## src/rtl/spi_mm_pkg.sv

```systemverilog
// Shared types and sizes for the SPI matrix-multiply host.
package spi_mm_pkg;
  localparam int BYTE_W         = 8;
  localparam int WORD_W         = 32;
  localparam int WR_BITS        = 8 * BYTE_W;
  localparam int RD_BITS        = WORD_W;
  localparam int DEF_CLK_DIV    = 4;
  localparam int DEF_GAP_CYCLES = 8;

  typedef enum logic [2:0] {
    IDLE, SETUP, WRITE, GAP, READ, TAIL, FINISH
  } state_t;
endpackage

```

## src/rtl/spi_matmul_host_if.sv

```systemverilog
// Request/result handshake and SPI pins of the matrix-multiply host.
interface spi_matmul_host_if;
  import spi_mm_pkg::*;

  logic              start;
  logic [WORD_W-1:0] a_in;
  logic [WORD_W-1:0] b_in;
  logic [WORD_W-1:0] c_out;
  logic              busy;
  logic              done;
  logic              spi_clk;
  logic              spi_cs_n;
  logic              spi_mosi;
  logic              spi_miso;

  modport master (
    input  start, a_in, b_in, spi_miso,
    output c_out, busy, done, spi_clk, spi_cs_n, spi_mosi
  );

  modport slave (
    output start, a_in, b_in, spi_miso,
    input  c_out, busy, done, spi_clk, spi_cs_n, spi_mosi
  );
endinterface

```

## src/rtl/spi_sclk_gen.sv

```systemverilog
// SCLK half-period counter: phase-start/phase-end ticks and the registered SCLK level.
module spi_sclk_gen
  import spi_mm_pkg::*;
#(
  parameter int CLK_DIV = DEF_CLK_DIV
) (
  input  logic clk,
  input  logic rst_n,
  input  logic run,
  input  logic run_nxt,
  input  logic hold_hi,
  output logic ph_start,
  output logic ph_end,
  output logic sclk
);
  localparam int CW = (CLK_DIV > 2) ? $clog2(CLK_DIV) : 1;

  logic [CW-1:0] cnt;

  assign ph_start = run && (cnt == '0);
  assign ph_end   = run && (cnt == CW'(CLK_DIV - 1));

  // SCLK follows the next state so it never glitches across state boundaries.
  always_ff @(posedge clk or negedge rst_n) begin
    if (!rst_n) begin
      cnt  <= '0;
      sclk <= 1'b0;
    end else begin
      cnt <= (run && !ph_end) ? cnt + 1'b1 : '0;
      if (!run_nxt)    sclk <= hold_hi;
      else if (!run)   sclk <= 1'b0;
      else if (ph_end) sclk <= ~sclk;
    end
  end
endmodule

```

## src/rtl/spi_matmul_host.sv

```systemverilog
// SPI controller for the 2x2 matrix-multiply peripheral: writes A and B, waits, reads C.
module spi_matmul_host
  import spi_mm_pkg::*;
#(
  parameter int CLK_DIV    = DEF_CLK_DIV,
  parameter int GAP_CYCLES = DEF_GAP_CYCLES
) (
  input logic                clk,
  input logic                rst_n,
  spi_matmul_host_if.master  bus
);
  state_t              state, state_nxt;
  logic [15:0]         cnt;
  logic [WR_BITS-1:0]  tx_sr;
  logic [RD_BITS-1:0]  rx_sr;
  logic [WORD_W-1:0]   c_q;
  logic                cs_n_q, mosi_q;
  logic                run, run_nxt, ph_start, ph_end, sclk, bit_end;

  spi_sclk_gen #(.CLK_DIV(CLK_DIV)) u_sclk (
    .clk      (clk),
    .rst_n    (rst_n),
    .run      (run),
    .run_nxt  (run_nxt),
    .hold_hi  (state_nxt == GAP),
    .ph_start (ph_start),
    .ph_end   (ph_end),
    .sclk     (sclk)
  );

  assign run          = state inside {SETUP, WRITE, READ};
  assign run_nxt      = state_nxt inside {SETUP, WRITE, READ};
  assign bit_end      = ph_end && sclk;
  assign bus.spi_clk  = sclk;
  assign bus.spi_cs_n = cs_n_q;
  assign bus.spi_mosi = mosi_q;
  assign bus.c_out    = c_q;
  assign bus.busy     = (state != IDLE);
  assign bus.done     = (state == FINISH);

  always_ff @(posedge clk or negedge rst_n) begin
    if (!rst_n) state <= IDLE;
    else        state <= state_nxt;
  end

  // cnt holds rising edges seen in WRITE/READ and elapsed cycles in GAP/TAIL.
  always_comb begin
    state_nxt = state;
    case (state)
      IDLE:    if (bus.start) state_nxt = SETUP;
      SETUP:   if (ph_end) state_nxt = WRITE;
      WRITE:   if (bit_end && cnt == 16'(WR_BITS)) state_nxt = GAP;
      GAP:     if (cnt == 16'(GAP_CYCLES - 1)) state_nxt = READ;
      READ:    if (bit_end && cnt == 16'(RD_BITS - 1)) state_nxt = TAIL;
      TAIL:    if (cnt == 16'(CLK_DIV - 1)) state_nxt = FINISH;
      FINISH:  state_nxt = IDLE;
      default: state_nxt = IDLE;
    endcase
  end

  always_ff @(posedge clk or negedge rst_n) begin
    if (!rst_n) begin
      cnt    <= '0;
      tx_sr  <= '0;
      rx_sr  <= '0;
      c_q    <= '0;
      cs_n_q <= 1'b1;
      mosi_q <= 1'b0;
    end else begin
      cs_n_q <= (state_nxt == IDLE) || (state_nxt == FINISH);
      if (state_nxt != state)
        cnt <= '0;
      else if (state == GAP || state == TAIL || (ph_start && sclk))
        cnt <= cnt + 16'd1;

      case (state)
        IDLE: if (bus.start) begin
          tx_sr  <= {bus.a_in, bus.b_in};
          mosi_q <= bus.a_in[WORD_W-1];
        end
        WRITE: if (bit_end) begin
          tx_sr  <= tx_sr << 1;
          mosi_q <= (cnt == 16'(WR_BITS)) ? 1'b0 : tx_sr[WR_BITS-2];
        end
        GAP:  if (cnt == 16'(GAP_CYCLES - 1)) rx_sr <= {rx_sr[RD_BITS-2:0], bus.spi_miso};
        READ: if (bit_end) rx_sr <= {rx_sr[RD_BITS-2:0], bus.spi_miso};
        TAIL: if (cnt == 16'(CLK_DIV - 1)) c_q <= rx_sr;
        default: ;
      endcase
    end
  end
endmodule

```

## src/flat_wrapper.sv

```systemverilog
// flat-port wrapper written by rule: the top's interface ports become plain ports
module spi_matmul_host_flat import spi_mm_pkg::*;
#(
  parameter int CLK_DIV    = DEF_CLK_DIV,
  parameter int GAP_CYCLES = DEF_GAP_CYCLES
)
  (clk, rst_n, bus_start, bus_a_in, bus_b_in, bus_spi_miso, bus_c_out, bus_busy, bus_done, bus_spi_clk, bus_spi_cs_n, bus_spi_mosi);
  spi_matmul_host_if bus_i ();
  input logic clk;
  input logic rst_n;
  input wire logic [$bits(bus_i.start)-1:0] bus_start;
  input wire logic [$bits(bus_i.a_in)-1:0] bus_a_in;
  input wire logic [$bits(bus_i.b_in)-1:0] bus_b_in;
  input wire logic [$bits(bus_i.spi_miso)-1:0] bus_spi_miso;
  output wire logic [$bits(bus_i.c_out)-1:0] bus_c_out;
  output wire logic [$bits(bus_i.busy)-1:0] bus_busy;
  output wire logic [$bits(bus_i.done)-1:0] bus_done;
  output wire logic [$bits(bus_i.spi_clk)-1:0] bus_spi_clk;
  output wire logic [$bits(bus_i.spi_cs_n)-1:0] bus_spi_cs_n;
  output wire logic [$bits(bus_i.spi_mosi)-1:0] bus_spi_mosi;
  assign bus_i.start = bus_start;
  assign bus_i.a_in = bus_a_in;
  assign bus_i.b_in = bus_b_in;
  assign bus_i.spi_miso = bus_spi_miso;
  assign bus_c_out = bus_i.c_out;
  assign bus_busy = bus_i.busy;
  assign bus_done = bus_i.done;
  assign bus_spi_clk = bus_i.spi_clk;
  assign bus_spi_cs_n = bus_i.spi_cs_n;
  assign bus_spi_mosi = bus_i.spi_mosi;
  spi_matmul_host #(.CLK_DIV(CLK_DIV), .GAP_CYCLES(GAP_CYCLES)) u_core (.clk(clk), .rst_n(rst_n), .bus(bus_i));
endmodule
```

## config.mk

```make
export PLATFORM = sky130hd
export DESIGN_NAME = spi_matmul_host_flat
export DESIGN_NICKNAME = d
export VERILOG_FILES = /design/src/rtl/spi_mm_pkg.sv /design/src/rtl/spi_matmul_host_if.sv /design/src/rtl/spi_sclk_gen.sv /design/src/rtl/spi_matmul_host.sv /design/src/flat_wrapper.sv
export SDC_FILE = /design/constraint.sdc
export NUM_CORES = 1
export LEC_CHECK = 0
export ABC_AREA = 1
export ABC_CLOCK_PERIOD_IN_PS = 3000
export CAP_MARGIN = 25
export CORE_UTILIZATION = 55
export CTS_BUF_LIST = sky130_fd_sc_hd__clkbuf_16
export CTS_CLUSTER_DIAMETER = 100
export DETAILED_ROUTE_END_ITERATION = 6
export PLACE_DENSITY_LB_ADDON = 0.3
export SYNTH_ARGS = -nofsm -noshare
export SYNTH_HDL_FRONTEND = slang
export SYNTH_SLANG_ARGS = --single-unit
export TNS_END_PERCENT = 20
```

## constraint.sdc

```tcl
create_clock -name clk -period 3 [get_ports clk]
set_clock_uncertainty 0.1 [all_clocks]
set_input_delay 0.9 -clock clk [delete_from_list [all_inputs] [get_ports clk]]
set_output_delay 0.9 -clock clk [all_outputs]
set_load 0.1 [all_outputs]
```

After elaboration in Yosys (flattened, before gate mapping)

Index checks and enable logic that the tools add are counted.

Flip-flop bits (word level): 151
Output and inout bits: 37
Logic and storage cells: 80

Add/sub/neg operators: 2
Equal/unequal tests: 22
Mux-type cells: 23
Bitwise operators: 1
Reduce and logical (&&, ||, !) cells: 23

Operators by type and width:

| cell                                                  | number |
|---|---|
| two-way mux 63 bit                                    | 2 |
| case mux 63 bit (2 select lines)                      | 1 |
| two-way mux 32 bit                                    | 2 |
| case mux 32 bit (2 select lines)                      | 1 |
| two-way mux 16 bit                                    | 2 |
| two-way mux 3 bit                                     | 6 |
| case mux 3 bit (6 select lines)                       | 1 |
| adder 16 x 1 -> 16 bit, second input constant         | 1 |
| equality test 16 x 2 -> 1 bit, second input constant  | 1 |
| equality test 16 x 3 -> 1 bit, second input constant  | 1 |
| equality test 16 x 5 -> 1 bit, second input constant  | 1 |
| equality test 16 x 7 -> 1 bit, second input constant  | 1 |
| equality test 3 bit, second input constant            | 5 |
| equality test 3 x 2 -> 1 bit, second input constant   | 4 |
| nonzero test 3 bit                                    | 3 |
| logical AND 1 bit                                     | 7 |
| equality test 3 x 1 -> 1 bit, second input constant   | 2 |
| logical NOT 3 bit                                     | 2 |
| two-way mux 1 bit                                     | 6 |
| inequality test 2 x 1 -> 1 bit, second input constant | 3 |
| AND reduction 3 bit                                   | 2 |
| nonzero test 2 bit                                    | 3 |
| logical OR 1 bit                                      | 3 |
| inequality test 3 x 2 -> 1 bit, second input constant | 1 |
| 10 further kinds                                      | 10 |

Logic depth before layout (Yosys ltp)

Gate-level depths: netlist (run 1).

Depth after elaboration: 10
Depth in mapped cells: 13

Cells and area by module

Synthesis (run 1) repeated with hierarchy kept, for this count alone.

Cells, all modules: 808
Area total of the unflattened synthesis: 6,911.6 um^2

Modules (own cells, without submodules):

| module          | times used | cells an instance | area an instance (um^2) |
|---|---|---|---|
| spi_matmul_host | 1          | 784               | 6,735.2 |
| spi_sclk_gen    | 1          | 24                | 176.4 |

Worst setup path after synthesis (run 1)

OpenSTA, ideal clock, no wires.

Path kind: reg2out
Start: register u_core.state[2]
End: output bus_done
Arrival time: 2.559 ns
Data required time: 2.000 ns
Path slack: -0.559 ns
Cell stages (with the launch flop): 3
Path buffers: 0
Cell sequence: dfrtp_1 -> inv_2 -> nor3_1

Word-level cells in the longest chain between the ends: 1

RTL lines:

| item                   | RTL line              | RTL |
|---|---|---|
| from (decl)            | spi_matmul_host.sv:12 | `state_t state, state_nxt;` |
| from (signal assigned) | spi_matmul_host.sv:43 | `else state <= state_nxt;` |
| equality test 3 bit    | spi_matmul_host.sv:39 | `assign bus.done = (state == FINISH);` |
| to (decl)              | flat_wrapper.sv:17    | `output wire logic [$bits(bus_i.done)-1:0] bus_done;` |

Every way passes these cells.

Worst setup path in the final report (run 1)

Start: register u_core.state[0]
End: output bus_busy

Word-level cells in the longest chain between the ends: 1

RTL lines:

| item               | RTL line              | RTL |
|---|---|---|
| nonzero test 3 bit | spi_matmul_host.sv:38 | `assign bus.busy = (state != IDLE);` |
| to (decl)          | flat_wrapper.sv:16    | `output wire logic [$bits(bus_i.busy)-1:0] bus_busy;` |

Every way passes these cells.

==> results of run 1 <==
-- flip-flops by register name, indices dropped and copies added, names as in the netlist --
signal,cells
u_core.tx_sr,63
u_core.bus.c_out,32
u_core.rx_sr,32
u_core.cnt,16
u_core.state,3
u_core.u_sclk.cnt,2
u_core.bus.spi_cs_n,1
u_core.bus.spi_mosi,1
u_core.u_sclk.sclk,1
-- cell type report --
cell class | count | area, sq um | area share
well taps | 168 | 210 | 0.0246
repair buffers | 111 | 1050 | 0.123
multi-input cells | 492 | 2460 | 0.288
clock buffers | 17 | 425 | 0.0499
inverters | 117 | 439 | 0.0515
flip-flops and latches | 151 | 3780 | 0.443
clock inverters | 13 | 165 | 0.0194
-- metal layers --
layer	vias to the layer above	track usage	part of all wire	routed length (microns)
met5	-	0	0	0
met4	0	0.0982	0.014	193
met3	14	0.0484	0.032	449
met2	105	0.378	0.50	7000
met1	2609	0.303	0.45	6340
li1	2754	-	-	-
-- kinds of logic after synthesis --
logic type,count (synthesis),share of synthesized area
DFF,151,0.551
buffers and inverters,158,0.0938
adders and majority gates,4,0.00730
AOI/OAI and AO/OA,184,0.155
and+or+nand+nor,293,0.179
xor gates and xnor gates,11,0.0140
-- power by group --
part / internal, mW / total (mW) / switching [mW]
logic: 0.0819 / 0.136 / 0.0540
registers: 2.04 / 2.04 / 0
clock network: 1.36 / 2.15 / 0.789
-- how the worst max path moves through the flow --
stage / startpoint / endpoint / slack (ns) / cells past startpoint
finish: u_core.state[0] / bus_busy / 0.29 / 3
global route: u_core.state[0] / bus_busy / 0.25 / 3
CTS: u_core.state[0] / bus_busy / 0.28 / 3
detailed placement: bus_start / u_core.tx_sr[2] / 0.49 / 6
global placement: bus_start / u_core.tx_sr[38] / 0.56 / 6
floorplan: u_core.state[2] / bus_done / 0.30 / 2
-- synth_stat cells (3+ instances only) --
library cell  count
nand2_2           5
nand3_1          26
ha_1              4
a21oi_1           5
xnor2_1           3
buf_6             3
clkbuf_1         18
o21ai_0         114
nor3_1            5
dfrtp_1         150
o211ai_1         47
nand2_1         191
a31oi_1          15
nor2_1           53
inv_1           113
buf_2            19
inv_2             4
xor2_1            8
nand4_1           3
-- stage by stage --
step	instance area (sq um)	util	setup WS, ns	power, mW	cells
finish	8530	0.707	0.286	4.33	1069
global route	8530	0.707	0.249	4.46	1069
CTS	8530	0.707	0.276	4.36	1069
detailed placement	7940	0.658	0.491	2.21	1039
global placement	7940	0.658	0.563	2.21	1039
floorplan	6860	-	0.305	2.07	801
-- critical path, delay by kind of cell (launching register included) --
kind | cells | cell delay, ns
simple gates | 1 | 0.47
flops | 1 | 0.48
buf+inv | 2 | 0.35
==> results.cfg, run 1 <==
[run_status]
outcome = completed

[grt]
grt_start_max_net_pins = 128
grtUsageTotal = 0.232
grt_pass1_wl_microns = 23400
antenna_found_initial = 0
grt_pass1_vias = 5159
grt_overflow = 0

[logic_synthesis]
synthesis.area_sq_um = 6860
synth.yosys.seq_area_share = 0.551
async_flop_share = 1.00
ys_dominant_reg_cell = dfrtp_1
synthCells = 801
yosys.area.top_type = dfrtp_1
syn_nets = 873
yosysWarnings = 0
ys_ff_latch = 151
synthDominantCellAreaShare = 0.547
synth-edff-count = 0
avgSynthCellArea_sq_um = 8.56
synthTopCellsByArea = dfrtp_1, nand2_1, o21ai_0
synth.distinct_cells = 30

[finish]
syn_to_final_growth_pct = 24.3
layout_commonest_cell = nand2_1
antenna_cells = 0
fin_nets = 962
nFillCells = 894
drive_gt1_frac = 0.102
layout.cells.most_common_list = nand2_1, dfrtp_1, inv_1

[floorplanning]
die-height_microns = 114
io_pins = 105
rows = 40
dieArea_sq_um = 12900
die_x_microns = 114
initial_core_util = 0.569
coreArea_sq_um = 12100

[job]
cap_violations = 0

[worst_setup_path]
slowest_delay_ns = 0.48
crit_arrival_ns = 1.71
path_class = register to output port
rr_startpoint = u_core.state[0]
rr_endpoint = u_core.tx_sr[4]
reg2reg_slack_ns = 0.77
worstPathMaxFanout = 6
crit_path_start_kind = register
r2r.worst_path.cells = 7
worstPathRequired_ns = 2.00
critPathCaptureType = output port
crit_chain = nor3_1 -> inv_1 -> buf_4
critPathSlowestCell = dfrtp_1

[power_and_ir_drop]
max-vdd-ir-drop_v = 0.000317
leakage_nw = 4.13
powerDensity_nw_per_um2 = 507

[route]
drt_first_pass_iters = 5
ant_nets = 0
wl_microns = 14000
avgRoutedWirePerCell_microns = 13.1
drc = 0
route.vias.total = 5482
vias_per_cell = 5.13
drtIter0Drc = 372

[sta]
period_minus_slack_ns = 2.71
worst_pin_slew_ns = 0.588
holdWs_ns = 0.358
tns_ns = 0
slew_headroom = 0.608
rsz0062_at_grt = no
final-setup-viol-count = 0
hold_viol_final = 0
final_max_slew_viol_count = 0
fmax_ghz = 0.368
fin_crit_sh = 0.905

[clock_network]
clk_path_buf_depth = 2
root_buffer = clkbuf_16
cts_setup_buffers = 0
ctsHoldBuffers = 0
cts_tree = yes
cts_max_level = 4
cts_resized = 0
cts_buffers = 17
cts.clk_slew.worst_paths_ns = 0.06
cts_sinks = 151
clkLatencyLatePin_ns = 0.42

[min_path]
min_path_type = primary input to asynchronous set/reset pin

[placement]
gp_congestion = 0.905
post-dp-hpwl_microns = 9160
io_buffers = 104
Note: power is estimated with default switching activity, not from simulation.
==> run 2, diff against run 1 <==
--- a/config.mk
+++ b/config.mk
@@ -8,6 +8,8 @@
 export ABC_AREA = 1
 export ABC_CLOCK_PERIOD_IN_PS = 3000
 export CAP_MARGIN = 25
+export CORE_ASPECT_RATIO = 0.9
+export CORE_MARGIN = 2
 export CORE_UTILIZATION = 55
 export CTS_BUF_LIST = sky130_fd_sc_hd__clkbuf_16
 export CTS_CLUSTER_DIAMETER = 100
==> run 2 against run 1 <==
Effect of this change: worst hold slack got worse by 0.090 ns; sequential share of layout area is 0.37 points higher; total power fell by 4.6%; highest routed layer unchanged; clock power is 9.3% lower.
==> results.cfg, run 2 (same netlist as run 1, synthesis figures left out) <==
[run_status]
outcome = completed

[worst_setup_path]
worstPathRequired_ns = 2.00
path_class = register to output port
crit_path_start_kind = register
crit_buf_inv = 2
worstPathMaxFanout = 6
crit_chain = nor3_1 -> inv_1 -> buf_4
slowest_delay_ns = 0.46
critPathSlowestCell = dfrtp_1
crit_arrival_ns = 1.62
critPathCaptureType = output port
critPathTopFamily = flip-flops

[sta]
fin_crit_sh = 0.874
rsz0062_at_grt = no
final_max_slew_viol_count = 0
period_minus_slack_ns = 2.62
fmax_ghz = 0.381
hold_viol_final = 0
worst_pin_slew_ns = 0.569
tns_ns = 0
final-setup-viol-count = 0
slew_headroom = 0.621

[clock_network]
cts_tree = yes
cts_setup_buffers = 0
ctsHoldBuffers = 0
root_buffer = clkbuf_16
clkLatencyLatePin_ns = 0.43
cts_buffers = 17
cts.clk_slew.worst_paths_ns = 0.06
cts_resized = 0
cts_max_level = 4
clk_path_buf_depth = 2
cts_sinks = 151

[job]
cap_violations = 0

[min_path]
min_path_type = primary input to asynchronous set/reset pin

[power_and_ir_drop]
power_frac_comb = 0.033
leakage_nw = 4.10
swShare = 0.215
max-vdd-ir-drop_v = 0.000348
clockPowerShare = 0.473
power.switching_uw = 885
report.power.total_mw = 4.13
power_frac_seq = 0.494
p_int_mw = 3.24
powerDensity_nw_per_um2 = 488

[grt]
grt_overflow = 0
antenna_found_initial = 0
grtUsageTotal = 0.236
grt_pass1_wl_microns = 24400
grt_start_max_net_pins = 128
top_usage_layer = met2
grt_pass1_vias = 5324
use_met2 = 0.381
grt_util_met1 = 0.302
use_met3 = 0.0674

[route]
avgRoutedWirePerCell_microns = 13.6
route.vias.total = 5513
drtIter0Drc = 544
drc = 0
ant_nets = 0
wl_microns = 14500
drt_first_pass_iters = 4
vias_per_cell = 5.19

[floorplanning]
die-height_microns = 110
rows = 38
dieArea_sq_um = 13400
io_pins = 105
coreArea_sq_um = 12100
initial_core_util = 0.566
die_x_microns = 122

[finish]
fin_nets = 962
nFillCells = 953
layout_commonest_cell = nand2_1
largest_reg_flops = 63
syn_to_final_growth_pct = 23.3
antenna_cells = 0
layout.cells.most_common_list = nand2_1, dfrtp_1, inv_1
regMostFlops = u_core.tx_sr
drive_gt1_frac = 0.106

[placement]
io_buffers = 104
post-dp-hpwl_microns = 9470
gp_congestion = 0.918
[run 2: area by class of cell]
cell class / instances / area (sq um) / area share
Sequential cell: 151 / 3780 / 0.447
Clock inverter: 15 / 116 / 0.0138
Multi-Input combinational cell: 492 / 2460 / 0.290
Timing Repair Buffer: 111 / 1040 / 0.123
Tap cell: 160 / 200 / 0.0237
Clock buffer: 17 / 425 / 0.0503
Inverter: 117 / 439 / 0.0519
[run 2: through the flow]
step,std cells,cell area [sq um],setup slack (ns),util,hold WS (ns)
after floorplan,801,6860,0.305,-,0.330
after global placement,1031,7920,0.567,0.653,0.343
after detailed placement,1031,7920,0.489,0.653,0.360
after CTS,1063,8460,0.369,0.698,0.273
after global routing,1063,8460,0.335,0.698,0.286
final,1063,8460,0.378,0.698,0.268
[run 2: worst reg2reg max path: stages, from the launching register on]
cell and delay [ns]:
dfrtp_1 0.37, ha_1 0.25, nand3_1 0.11, nor2_1 0.18
nand3_1 0.18, o21ai_4 0.09, buf_4 0.45, o21ai_0 0.25
[run 2: final timing paths]
| check | to | slack [ns] | cells past startpoint | startpoint |
|---|---|---|---|---|
| setup / recovery | bus_busy | 0.38 | 3 | u_core.state[0] |
| hold / removal | u_core.tx_sr[9] | 0.27 | 1 | rst_n |
| setup reg to reg | u_core.rx_sr[14] | 0.86 | 7 | u_core.cnt[0] |
| hold reg to reg | u_core.u_sclk.cnt[0] | 0.36 | 1 | u_core.u_sclk.cnt[0] |
| max in group asynchronous | u_core.tx_sr[32] | 1.84 | 2 | rst_n |
| min in group clk | u_core.u_sclk.cnt[0] | 0.36 | 1 | u_core.u_sclk.cnt[0] |
[run 2: power groups by stage]
stage	logic (mW)	registers (mW)	clock network, mW
finish	0.136	2.04	1.95
global route	0.150	2.04	2.09
CTS	0.140	2.04	1.99
detailed placement	0.139	2.07	0
global placement	0.137	2.07	0
floorplan	0.0000107	2.07	0
[run 2: metal layers]
| metal | wire length (microns) | vias to the layer above |
|---|---|---|
| li1 | - | 2752 |
| met2 | 7050 | 123 |
| met5 | 0 | - |
| met4 | 276 | 0 |
| met1 | 6620 | 2604 |
| met3 | 539 | 34 |
